===== config.mk =====
export PLATFORM = sky130hd
export DESIGN_NAME = approx_adder_pipe_flat
export DESIGN_NICKNAME = d
export VERILOG_FILES = /design/src/rtl/approx_adder_pipe_if.sv /design/src/rtl/approx_adder_pipe.sv /design/src/flat_wrapper.sv
export SDC_FILE = /design/constraint.sdc
export NUM_CORES = 1
export LEC_CHECK = 0
export ABC_AREA = 1
export CORE_MARGIN = 4
export CORE_UTILIZATION = 35
export CTS_BUF_LIST = sky130_fd_sc_hd__clkbuf_8 sky130_fd_sc_hd__clkbuf_16
export DETAILED_ROUTE_END_ITERATION = 6
export DONT_BUFFER_PORTS = 1
export PLACE_DENSITY = 0.48
export SKIP_LAST_GASP = 1
export SLEW_MARGIN = 0
export SYNTH_ARGS = -nofsm -noshare
export SYNTH_HDL_FRONTEND = slang
export SYNTH_SLANG_ARGS = --single-unit

===== constraint.sdc =====
create_clock -name clk -period 16.2 [get_ports clk]
set_clock_uncertainty 0.15 [all_clocks]
set_input_delay 4.05 -clock clk [delete_from_list [all_inputs] [get_ports clk]]
set_output_delay 4.05 -clock clk [all_outputs]
set_load 0.02 [all_outputs]

===== src/rtl/approx_adder_pipe_if.sv =====
// Beat-level handshake bundle for approx_adder_pipe.
// master = beat producer/consumer side, slave = the adder.
interface approx_adder_pipe_if #(
    parameter int LANES      = 4,
    parameter int WIDTH_A    = 16,
    parameter int WIDTH_B    = 16,
    parameter int MAX_IGNORE = 8
);
    localparam int BITS = (WIDTH_A > WIDTH_B) ? WIDTH_A : WIDTH_B;
    localparam int OW   = BITS + 1;
    localparam int IGW  = $clog2(MAX_IGNORE + 1);

    logic                     in_valid;
    logic                     in_ready;
    logic [LANES*WIDTH_A-1:0] in_a;
    logic [LANES*WIDTH_B-1:0] in_b;
    logic [IGW-1:0]           in_ignore;
    logic [1:0]               in_mode;
    logic                     out_valid;
    logic                     out_ready;
    logic [LANES*OW-1:0]      out_sum;
    logic [LANES-1:0]         out_sat;

    modport master (
        output in_valid, in_a, in_b, in_ignore, in_mode, out_ready,
        input  in_ready, out_valid, out_sum, out_sat
    );

    modport slave (
        input  in_valid, in_a, in_b, in_ignore, in_mode, out_ready,
        output in_ready, out_valid, out_sum, out_sat
    );
endinterface


===== src/rtl/approx_adder_pipe.sv =====
// Multi-lane two-stage approximate adder.
// Stage 1 sign-extends and LSB-truncates the operands; stage 2 adds them and
// applies the per-beat overflow mode (wrap / saturate / full precision).
// Mode travels with each beat, so changing it beat to beat costs no bubbles.
module approx_adder_pipe #(
    parameter int LANES      = 4,
    parameter int WIDTH_A    = 16,
    parameter int WIDTH_B    = 16,
    parameter int MAX_IGNORE = 8,
    parameter int TRUNC_FILL = 0
) (
    input  logic                clk,
    input  logic                rst,
    approx_adder_pipe_if.slave  bus
);
    localparam int BITS = (WIDTH_A > WIDTH_B) ? WIDTH_A : WIDTH_B;
    localparam int OW   = BITS + 1;
    localparam int IGW  = $clog2(MAX_IGNORE + 1);

    localparam logic [OW-1:0] POS_LIM = {2'b00, {(BITS-1){1'b1}}};
    localparam logic [OW-1:0] NEG_LIM = {2'b11, {(BITS-1){1'b0}}};

    logic                s1_valid_q;
    logic [BITS-1:0]     a_q [LANES];
    logic [BITS-1:0]     b_q [LANES];
    logic [1:0]          mode_q;
    logic                s2_valid_q;
    logic [LANES*OW-1:0] sum_q;
    logic [LANES-1:0]    sat_q;

    logic                s1_ready;
    logic                s2_ready;
    logic [IGW-1:0]      k_clamped;
    logic [BITS-1:0]     trunc_mask;
    logic [BITS-1:0]     fill_bits;
    logic [BITS-1:0]     a_d [LANES];
    logic [BITS-1:0]     b_d [LANES];
    logic [OW-1:0]       s_full;
    logic                ovf;
    logic [LANES*OW-1:0] sum_d;
    logic [LANES-1:0]    sat_d;

    // Each stage may accept whenever it is empty or is being drained this cycle.
    assign s2_ready     = !s2_valid_q || bus.out_ready;
    assign s1_ready     = !s1_valid_q || s2_ready;
    assign bus.in_ready = s1_ready;

    assign bus.out_valid = s2_valid_q;
    assign bus.out_sum   = sum_q;
    assign bus.out_sat   = sat_q;

    // Stage 1 datapath: sign-extend to BITS and overwrite the k ignored LSBs.
    always_comb begin
        k_clamped  = (bus.in_ignore > IGW'(MAX_IGNORE)) ? IGW'(MAX_IGNORE) : bus.in_ignore;
        trunc_mask = (BITS'(1) << k_clamped) - BITS'(1);
        fill_bits  = (TRUNC_FILL != 0) ? trunc_mask : '0;
        for (int i = 0; i < LANES; i++) begin
            a_d[i] = (BITS'($signed(bus.in_a[i*WIDTH_A +: WIDTH_A])) & ~trunc_mask) | fill_bits;
            b_d[i] = (BITS'($signed(bus.in_b[i*WIDTH_B +: WIDTH_B])) & ~trunc_mask) | fill_bits;
        end
    end

    // Stage 1 registers: capture prepared operands and the beat's mode.
    always_ff @(posedge clk or posedge rst) begin
        if (rst) begin
            s1_valid_q <= 1'b0;
            mode_q     <= 2'b00;
            for (int i = 0; i < LANES; i++) begin
                a_q[i] <= '0;
                b_q[i] <= '0;
            end
        end else if (s1_ready) begin
            s1_valid_q <= bus.in_valid;
            if (bus.in_valid) begin
                mode_q <= bus.in_mode;
                for (int i = 0; i < LANES; i++) begin
                    a_q[i] <= a_d[i];
                    b_q[i] <= b_d[i];
                end
            end
        end
    end

    // Stage 2 datapath: exact OW-bit sum, then wrap / clamp / pass per mode.
    // Mode 11 falls into the default arm and behaves as wrap.
    always_comb begin
        sum_d  = '0;
        sat_d  = '0;
        s_full = '0;
        ovf    = 1'b0;
        for (int i = 0; i < LANES; i++) begin
            s_full = {a_q[i][BITS-1], a_q[i]} + {b_q[i][BITS-1], b_q[i]};
            ovf    = s_full[BITS] ^ s_full[BITS-1];
            case (mode_q)
                2'b01: begin
                    if (ovf) begin
                        sum_d[i*OW +: OW] = s_full[BITS] ? NEG_LIM : POS_LIM;
                    end else begin
                        sum_d[i*OW +: OW] = s_full;
                    end
                    sat_d[i] = ovf;
                end
                2'b10: begin
                    sum_d[i*OW +: OW] = s_full;
                    sat_d[i]          = 1'b0;
                end
                default: begin
                    sum_d[i*OW +: OW] = {s_full[BITS-1], s_full[BITS-1:0]};
                    sat_d[i]          = ovf;
                end
            endcase
        end
    end

    // Stage 2 registers: output beat; holds while downstream stalls.
    always_ff @(posedge clk or posedge rst) begin
        if (rst) begin
            s2_valid_q <= 1'b0;
            sum_q      <= '0;
            sat_q      <= '0;
        end else if (s2_ready) begin
            s2_valid_q <= s1_valid_q;
            if (s1_valid_q) begin
                sum_q <= sum_d;
                sat_q <= sat_d;
            end
        end
    end
endmodule


===== src/flat_wrapper.sv =====
// flat-port wrapper written by rule: the top's interface ports become plain ports
module approx_adder_pipe_flat 
#(
    parameter int LANES      = 4,
    parameter int WIDTH_A    = 16,
    parameter int WIDTH_B    = 16,
    parameter int MAX_IGNORE = 8,
    parameter int TRUNC_FILL = 0
)
  (clk, rst, bus_in_valid, bus_in_a, bus_in_b, bus_in_ignore, bus_in_mode, bus_out_ready, bus_in_ready, bus_out_valid, bus_out_sum, bus_out_sat);
  approx_adder_pipe_if #(.LANES(LANES), .WIDTH_A(WIDTH_A), .WIDTH_B(WIDTH_B), .MAX_IGNORE(MAX_IGNORE)) bus_i ();
  input  logic clk;
  input  logic rst;
  input wire logic [$bits(bus_i.in_valid)-1:0] bus_in_valid;
  input wire logic [$bits(bus_i.in_a)-1:0] bus_in_a;
  input wire logic [$bits(bus_i.in_b)-1:0] bus_in_b;
  input wire logic [$bits(bus_i.in_ignore)-1:0] bus_in_ignore;
  input wire logic [$bits(bus_i.in_mode)-1:0] bus_in_mode;
  input wire logic [$bits(bus_i.out_ready)-1:0] bus_out_ready;
  output wire logic [$bits(bus_i.in_ready)-1:0] bus_in_ready;
  output wire logic [$bits(bus_i.out_valid)-1:0] bus_out_valid;
  output wire logic [$bits(bus_i.out_sum)-1:0] bus_out_sum;
  output wire logic [$bits(bus_i.out_sat)-1:0] bus_out_sat;
  assign bus_i.in_valid = bus_in_valid;
  assign bus_i.in_a = bus_in_a;
  assign bus_i.in_b = bus_in_b;
  assign bus_i.in_ignore = bus_in_ignore;
  assign bus_i.in_mode = bus_in_mode;
  assign bus_i.out_ready = bus_out_ready;
  assign bus_in_ready = bus_i.in_ready;
  assign bus_out_valid = bus_i.out_valid;
  assign bus_out_sum = bus_i.out_sum;
  assign bus_out_sat = bus_i.out_sat;
  approx_adder_pipe #(.LANES(LANES), .WIDTH_A(WIDTH_A), .WIDTH_B(WIDTH_B), .MAX_IGNORE(MAX_IGNORE), .TRUNC_FILL(TRUNC_FILL)) u_core (.clk(clk), .rst(rst), .bus(bus_i));
endmodule

Yosys cells after proc, flatten, opt, wreduce, memory -nomap -nowiden. Index checks and enable logic that the tools add are counted.

Flip-flop bits (word level): 204. Output and inout port bits: 74. Word-level logic and storage cells: 58.

$lt $le $gt $ge: 1. Add/subtract/negate cells: 5. Eq/ne operators: 2. Bitwise operators: 13. Mux-type cells: 17. Reduce and logical (&&, ||, !) cells: 6. Shifts and indexed selects: 1.

Operators with widths (number): 17-bit two-way mux (8); 17-bit one-hot mux with 2 select lines (4); 16-bit AND (8); 16-bit by 16-bit adder with 17-bit output (4); 16-bit NOT (1); 1-bit by 4-bit << shifter with 16-bit output (first input constant) (1); 16-bit by 2-bit subtractor with 16-bit output (second input constant) (1); 4-bit greater-than comparator (second input constant) (1); 1-bit two-way mux (4); 4-bit two-way mux (1); 2-bit AND reduction (2); 1-bit XOR (4); 2-bit by 1-bit equality test with 1-bit output (second input constant) (1); 2-bit equality test (second input constant) (1); 1-bit logical NOT (2); 1-bit logical OR (2).

Depth between registers and ports, before layout. Gate-level depths: netlist of run 1.

Word-level depth: 6. Gate-level depth with buffers: 19. Mapped depth without buffers: 19.

Worst setup path after synthesis of run 1. OpenSTA, ideal clock, no wires.

Kind: input-to-output. Start: input bus_out_ready. End: output bus_in_ready. Stages: 2. Data required time: 12.000 ns. Arrival time: 4.303 ns. Setup slack: 7.697 ns. Path buffers: 0. Cells stage by stage: inv_1 -> nand3_1.

Longest elaborated chain between the ends: 2.

Ends and longest elaborated chain: start: declaration (line flat_wrapper.sv:19) `input wire logic [$bits(bus_i.out_ready)-1:0] bus_out_ready;`; 1-bit logical OR (line approx_adder_pipe.sv:44) `assign s2_ready = !s2_valid_q || bus.out_ready;`; 1-bit logical OR (line approx_adder_pipe.sv:45) `assign s1_ready = !s1_valid_q || s2_ready;`; end: declaration (line flat_wrapper.sv:20) `output wire logic [$bits(bus_i.in_ready)-1:0] bus_in_ready;`.

No other way between the ends.

Worst setup path after layout of run 1. Same ends and word-level chain as after synthesis.

==> results.yml, run 1 <==
route:
  wl_per_cell_microns: 18.1
  vias: 10700
  ant_nets: 0
  drt_pass1_iterations: 5
  drt_wl_total_microns: 39300
  vias_per_cell: 4.91
  initialDrtViolationCount: 640
  drc: 0
synth:
  synthArstFlopShare: 1.00
  yosysTopAreaCellShare: 0.409
  synth_edf_count: 0
  synth.avg_cell_area_sq_um: 7.29
  synthTopCellsByArea: "dfrtp_1, nand2_1, ha_1"
  synth_seq_cells: 204
  synth_cell_types: 45
  synthesis.nets: 1924
  ys_seq_area_frac: 0.409
  yosysTopAreaCell: "dfrtp_1"
  synth_area_sq_mm: 0.0125
  synth_flop_cell: "dfrtp_1"
  yosys_warnings: 0
  postSynthCellCount: 1711
floorplanning:
  core-area_sq_mm: 0.0349
  num_io_pins: 212
  die_y_microns: 197
  initial_core_util: 0.357
  die_w_microns: 197
  die_area_sq_mm: 0.0387
  num_rows: 68
critical_path:
  critPathSlowestCell: "nand3_1"
  start_kind: "primary input"
  worst-path-buf-inv: 1
  arrival_ns: 4.38
  critical_path.top_delay_family: "simple AND/OR/NAND/NOR gates"
  worstSetupPathDepth: 2
  crit_type: "primary input to output pin"
  r2r.worst_path.cells: 15
  max_stage_delay_ns: 0.28
  crit_path_max_fanout: 3
  critPathRequiredTime_ns: 12.00
  cp_cell_sequence: "inv_1 > nand3_1"
  endpoint_kind: "output pin"
placed_design:
  port_buffers: 0
  place.gp.congestion: 0.877
  dp_hpwl_microns: 30100
sta:
  drv_slew: 0
  finalSetupViolations: 0
  hold_viol_final: 0
  worst_slew_pin_slew_ns: 0.975
  slew_headroom: 0.350
  rsz0062_at_grt: "no"
  period_minus_slack_ns: 8.58
  setup_tns_ns: 0
  fmax_mhz: 117
  fin_crit_sh: 0.530
global_route:
  gr-total-overflow: 0
  grt_pass1_wl_microns: 61400
  grt_pass1_vias: 10300
  antenna_found_initial: 9
  track_usage: 0.200
  grt_max_degree: 94
hold_path:
  holdCritPathClass: "flop to flop"
  worstHoldPathCells: 2
cts:
  postCtsSetupBuffers: 0
  cts_tree: "yes"
  clock-sinks: 204
  clk_path_buf_depth: 3
  h-tree-depth: 1
  clk_pin_slew_ns: 0.06
  clk_latency_ns: 0.53
  cts_hold_buf: 0
  cts_buffers: 25
  cts-root-buf: "clkbuf_16"
  cts_resized: 0
run:
  drv_cap: 0
power:
  ir_drop_mv: 0.101
  power.leakage_uw: 0.00747
  p_per_area_mw_per_mm2: 149
  p_total_uw: 2050
cells_and_area:
  fillCellCount: 3725
  drive_gt1_frac: 0.0719
  area_growth_syn_to_layout_pct: 10.3
  final_nets: 1906
  multi_input_area_sq_mm: 0.00667
  register_area_sq_mm: 0.00510
status:
  status: "completed"
-- worst paths after layout --
path                                 from                     end  slack, ns
min in group asynchronous             rst  u_core.bus.out_sum[18]       3.25
max in group asynchronous             rst          u_core.b_q[30]      10.53
max                         bus_out_ready            bus_in_ready       7.62
max reg2reg                u_core.b_q[22]  u_core.bus.out_sum[40]      12.67
min                        u_core.a_q[48]          u_core.a_q[48]       0.33
min reg2reg                u_core.a_q[48]          u_core.a_q[48]       0.33
-- cell type report --
cell class,instances,area share
clock inverters,13,0.00819
repair buffers,8,0.00437
flip-flops and latches,204,0.371
well taps,455,0.0414
inverters,132,0.0366
multi-input cells,1322,0.485
diodes,2,0.000364
clock buffers,32,0.0525
-- Yosys cell counts, drive strengths merged, types with 2 or more instances --
master and instances:
nand4 7, clkbuf 33, xor2 25, xnor2 14, a31oi 9, nand2 753, o21bai 8, nand3 118
o21a 2, nand3b 8, o21ai 99, o31ai 2, inv 131, nor4 3, and2 4, nor2 97
ha 71, and3 3, dfrtp 204, nor3 5, fa 4, buf 20, a21oi 80, or2 7
-- through the flow --
stage	hold slack, ns	util	instances	area (sq um)	setup WS, ns
after floorplan	0.303	-	1711	12500	6.43
after global placement	0.316	0.370	2121	12900	7.64
after detailed placement	0.322	0.370	2121	12900	7.62
after CTS	0.337	0.394	2166	13700	7.61
after global routing	0.354	0.394	2166	13700	7.59
final	0.334	0.394	2168	13800	7.62
-- worst register-to-register path, cell delays in order, from the launching register on --
cell     delay [ns]
dfrtp_1        0.38
ha_1           0.39
a21oi_1        0.39
o21ai_0        0.17
nand2_1        0.09
nand3_1        0.17
nand2_1        0.14
nand4_1        0.20
nand2_1        0.16
inv_1          0.05
ha_1           0.40
nand3_2        0.27
nand2_2        0.21
o21ai_0        0.11
nand2_1        0.10
nand2_1        0.05
-- cell families (layout without fill, tap and decap cells) --
family,after synthesis,count (layout),synth area share
AND/OR/NAND/NOR,1005,1005,0.338
flip-flops,204,204,0.409
AO/OA/AOI/OAI,203,203,0.0912
buffers and inverters,185,185,0.0567
adder cells (fa/ha/maj),75,75,0.0777
XOR/XNOR,39,39,0.0274
other,0,2,0
-- power by group --
part           total (uW)  internal (uW)  switching [uW]
clock                 569            343             226
sequential            811            624             187
combinational         665            217             449
total                2050           1180             862
-- placed cells by master (no fill, tap or decap), types with 3 or more instances in the layout --
cell type and count:
nand3_1 114, nor3_1 4, dfrtp_1 204, a31oi_1 9
ha_1 71, nand3b_1 8, clkinv_2 6, clkbuf_16 25
inv_2 12, a21oi_2 9, buf_4 8, and2_1 4
nor2_1 94, clkbuf_8 7, nand2_2 23, fa_1 4
or2_2 5, o21bai_1 8, nand2_1 721, inv_1 122
xnor2_1 14, o21ai_0 94, a21oi_4 3, o21ai_1 4
a21oi_1 68, nor4_1 3, nand4_1 7, xor2_1 25
nand2_4 7
-- per-layer routing --
metal,track usage,part of all wire,up-vias
met5,0,0.0029,-
li1,-,-,5433
met3,0.0658,0.089,45
met2,0.280,0.40,257
met4,0.0326,0.012,14
met1,0.305,0.49,4905
-- state kept, by name, summed over array words and instances (netlist names) --
signal,count
u_core.bus.out_valid,1
u_core.a_q,64
u_core.s1_valid_q,1
u_core.b_q,64
u_core.mode_q,2
u_core.bus.out_sum,68
u_core.bus.out_sat,4
No activity file was read; power rests on OpenSTA's default activity.
==> inputs of run 2 (changes only) <==
Settings changed: PLACE_DENSITY 0.48 to 0.5.
Clock period 16.2 ns to 7 ns, I/O delays scaled along.
==> run 2 against run 1 <==
Compared with the run above:
- sequential share of layout area rose by 0.28 points
- die area did not move
- global-route usage barely moved
- worst hold slack improved by 0.0015 ns
- first-iteration DRC count rose by 11%
- sequential power rose by 130%
- wire length barely moved
- core utilization fell by 0.29 points
==> results.yml, run 2 (synthesis gave the netlist of run 1 again) <==
cells_and_area:
  final_cell_mix: "nand2_1, dfrtp_1, inv_1"
  largest_register_ffs: 68
  area_growth_syn_to_layout_pct: 9.44
  drive_gt1_frac: 0.0687
  final_nets: 1906
  final_common_cell: "nand2_1"
sta:
  drv_slew: 0
  finalSetupViolations: 0
  fmax_mhz: 239
  worst_slew_pin_slew_ns: 1.15
  hold_viol_final: 0
  setup_tns_ns: 0
  rsz0062_at_grt: "no"
  fin_crit_sh: 0.598
  period_minus_slack_ns: 4.19
  slew_headroom: 0.231
floorplanning:
  initial_core_util: 0.357
  die_y_microns: 197
  num_rows: 68
  die_w_microns: 197
  core-area_sq_mm: 0.0349
  num_io_pins: 212
  die_area_sq_mm: 0.0387
cts:
  cts-root-buf: "clkbuf_16"
  cts_buffers: 25
  h-tree-depth: 1
  clock-sinks: 204
  clk_pin_slew_ns: 0.05
  postCtsSetupBuffers: 0
  cts_resized: 0
  clk_latency_ns: 0.55
  cts_hold_buf: 0
  cts_tree: "yes"
  clk_path_buf_depth: 3
route:
  vias_per_cell: 4.94
  vias: 10700
  drt_pass1_iterations: 4
  wl_per_cell_microns: 18.2
  drt_wl_total_microns: 39300
  initialDrtViolationCount: 708
  drc: 0
  ant_nets: 0
critical_path:
  r2r_end: "u_core.bus.out_sum[41]"
  start_kind: "primary input"
  r2r.worst_path.cells: 15
  crit_type: "primary input to flop"
  crit_start: "bus_in_ignore[3]"
  timing.rr.start: "u_core.b_q[22]"
  critPathCapture: "u_core.b_q[22]"
  arrival_ns: 4.51
  r2r_slack_ns: 3.60
  crit_path_max_fanout: 11
  critPathRequiredTime_ns: 7.32
  endpoint_kind: "flop"
power:
  power.leakage_uw: 0.00740
  ir_drop_mv: 0.186
  p_total_uw: 4600
  p_per_area_mw_per_mm2: 337
run:
  drv_cap: 0
global_route:
  gr-total-overflow: 0
  antenna_found_initial: 7
  grt_pass1_wl_microns: 61800
  track_usage: 0.201
  grt_pass1_vias: 10400
  grt_max_degree: 145
placed_design:
  place.gp.congestion: 0.863
  dp_hpwl_microns: 30000
  port_buffers: 0
status:
  status: "completed"
hold_path:
  holdCritPathClass: "flop to flop"
## run 2: cell types whose count changed in the layout (fill, tap and decap cells not counted)
cell	delta
buf_12	+1
buf_4	-1
bufinv_16	-2
inv_8	-1
inv_1	-3
diode_2	+1
clkinv_2	-2
clkinvlp_4	+1
clkbuf_8	-3
inv_6	+1
## run 2: metal layers
layer / up-vias / global-route usage / share of wire
li1: 5427 / - / -
met1: 4962 / 0.306 / 0.52
met2: 233 / 0.287 / 0.40
met3: 46 / 0.0537 / 0.067
met4: 8 / 0.0403 / 0.016
met5: - / 0 / 0.0016
## run 2: final cells by class
type / instances / area (sq um)
inverter: 132 / 499
fill: 3768 / 21200
timing repair buffer: 8 / 72.6
tap: 455 / 569
multi-input combinational: 1322 / 6670
sequential: 204 / 5100
antenna: 3 / 7.51
clock inverter: 7 / 40.0
clock buffer: 29 / 681
## run 2: critical path, cell delays in order
cell	delay [ns]
nor2_1	0.48
inv_1	0.17
nor3_2	0.56
inv_1	0.11
ha_1	0.24
a21boi_0	0.15
o21ai_1	0.79
nand3_1	0.15
nand2_1	0.11
## run 2: power breakdown
group / internal (uW) / switching (uW) / total (uW)
clock network: 680 / 510 / 1190
registers: 1440 / 439 / 1880
logic: 502 / 1030 / 1530
total: 2630 / 1980 / 4600
## run 2: how the worst min path moves through the flow
stage | startpoint | end | cells past startpoint
finish | u_core.b_q[40] | u_core.b_q[40] | 2
global route | u_core.b_q[40] | u_core.b_q[40] | 2
CTS | u_core.b_q[40] | u_core.b_q[40] | 2
detailed placement | u_core.b_q[40] | u_core.b_q[40] | 2
global placement | u_core.a_q[42] | u_core.a_q[42] | 2
floorplan | u_core.a_q[11] | u_core.a_q[11] | 2
## run 2: through the flow
| stage | hold WS, ns | cell area, sq um | instances | worst slack (ns) | util |
|---|---|---|---|---|---|
| after floorplan | 0.303 | 12500 | 1711 | 2.46 | - |
| after global placement | 0.319 | 12900 | 2121 | 2.35 | 0.370 |
| after detailed placement | 0.322 | 12900 | 2121 | 2.18 | 0.370 |
| after CTS | 0.338 | 13600 | 2157 | 2.75 | 0.391 |
| after global routing | 0.359 | 13600 | 2159 | 2.38 | 0.391 |
| final | 0.336 | 13600 | 2160 | 2.81 | 0.391 |
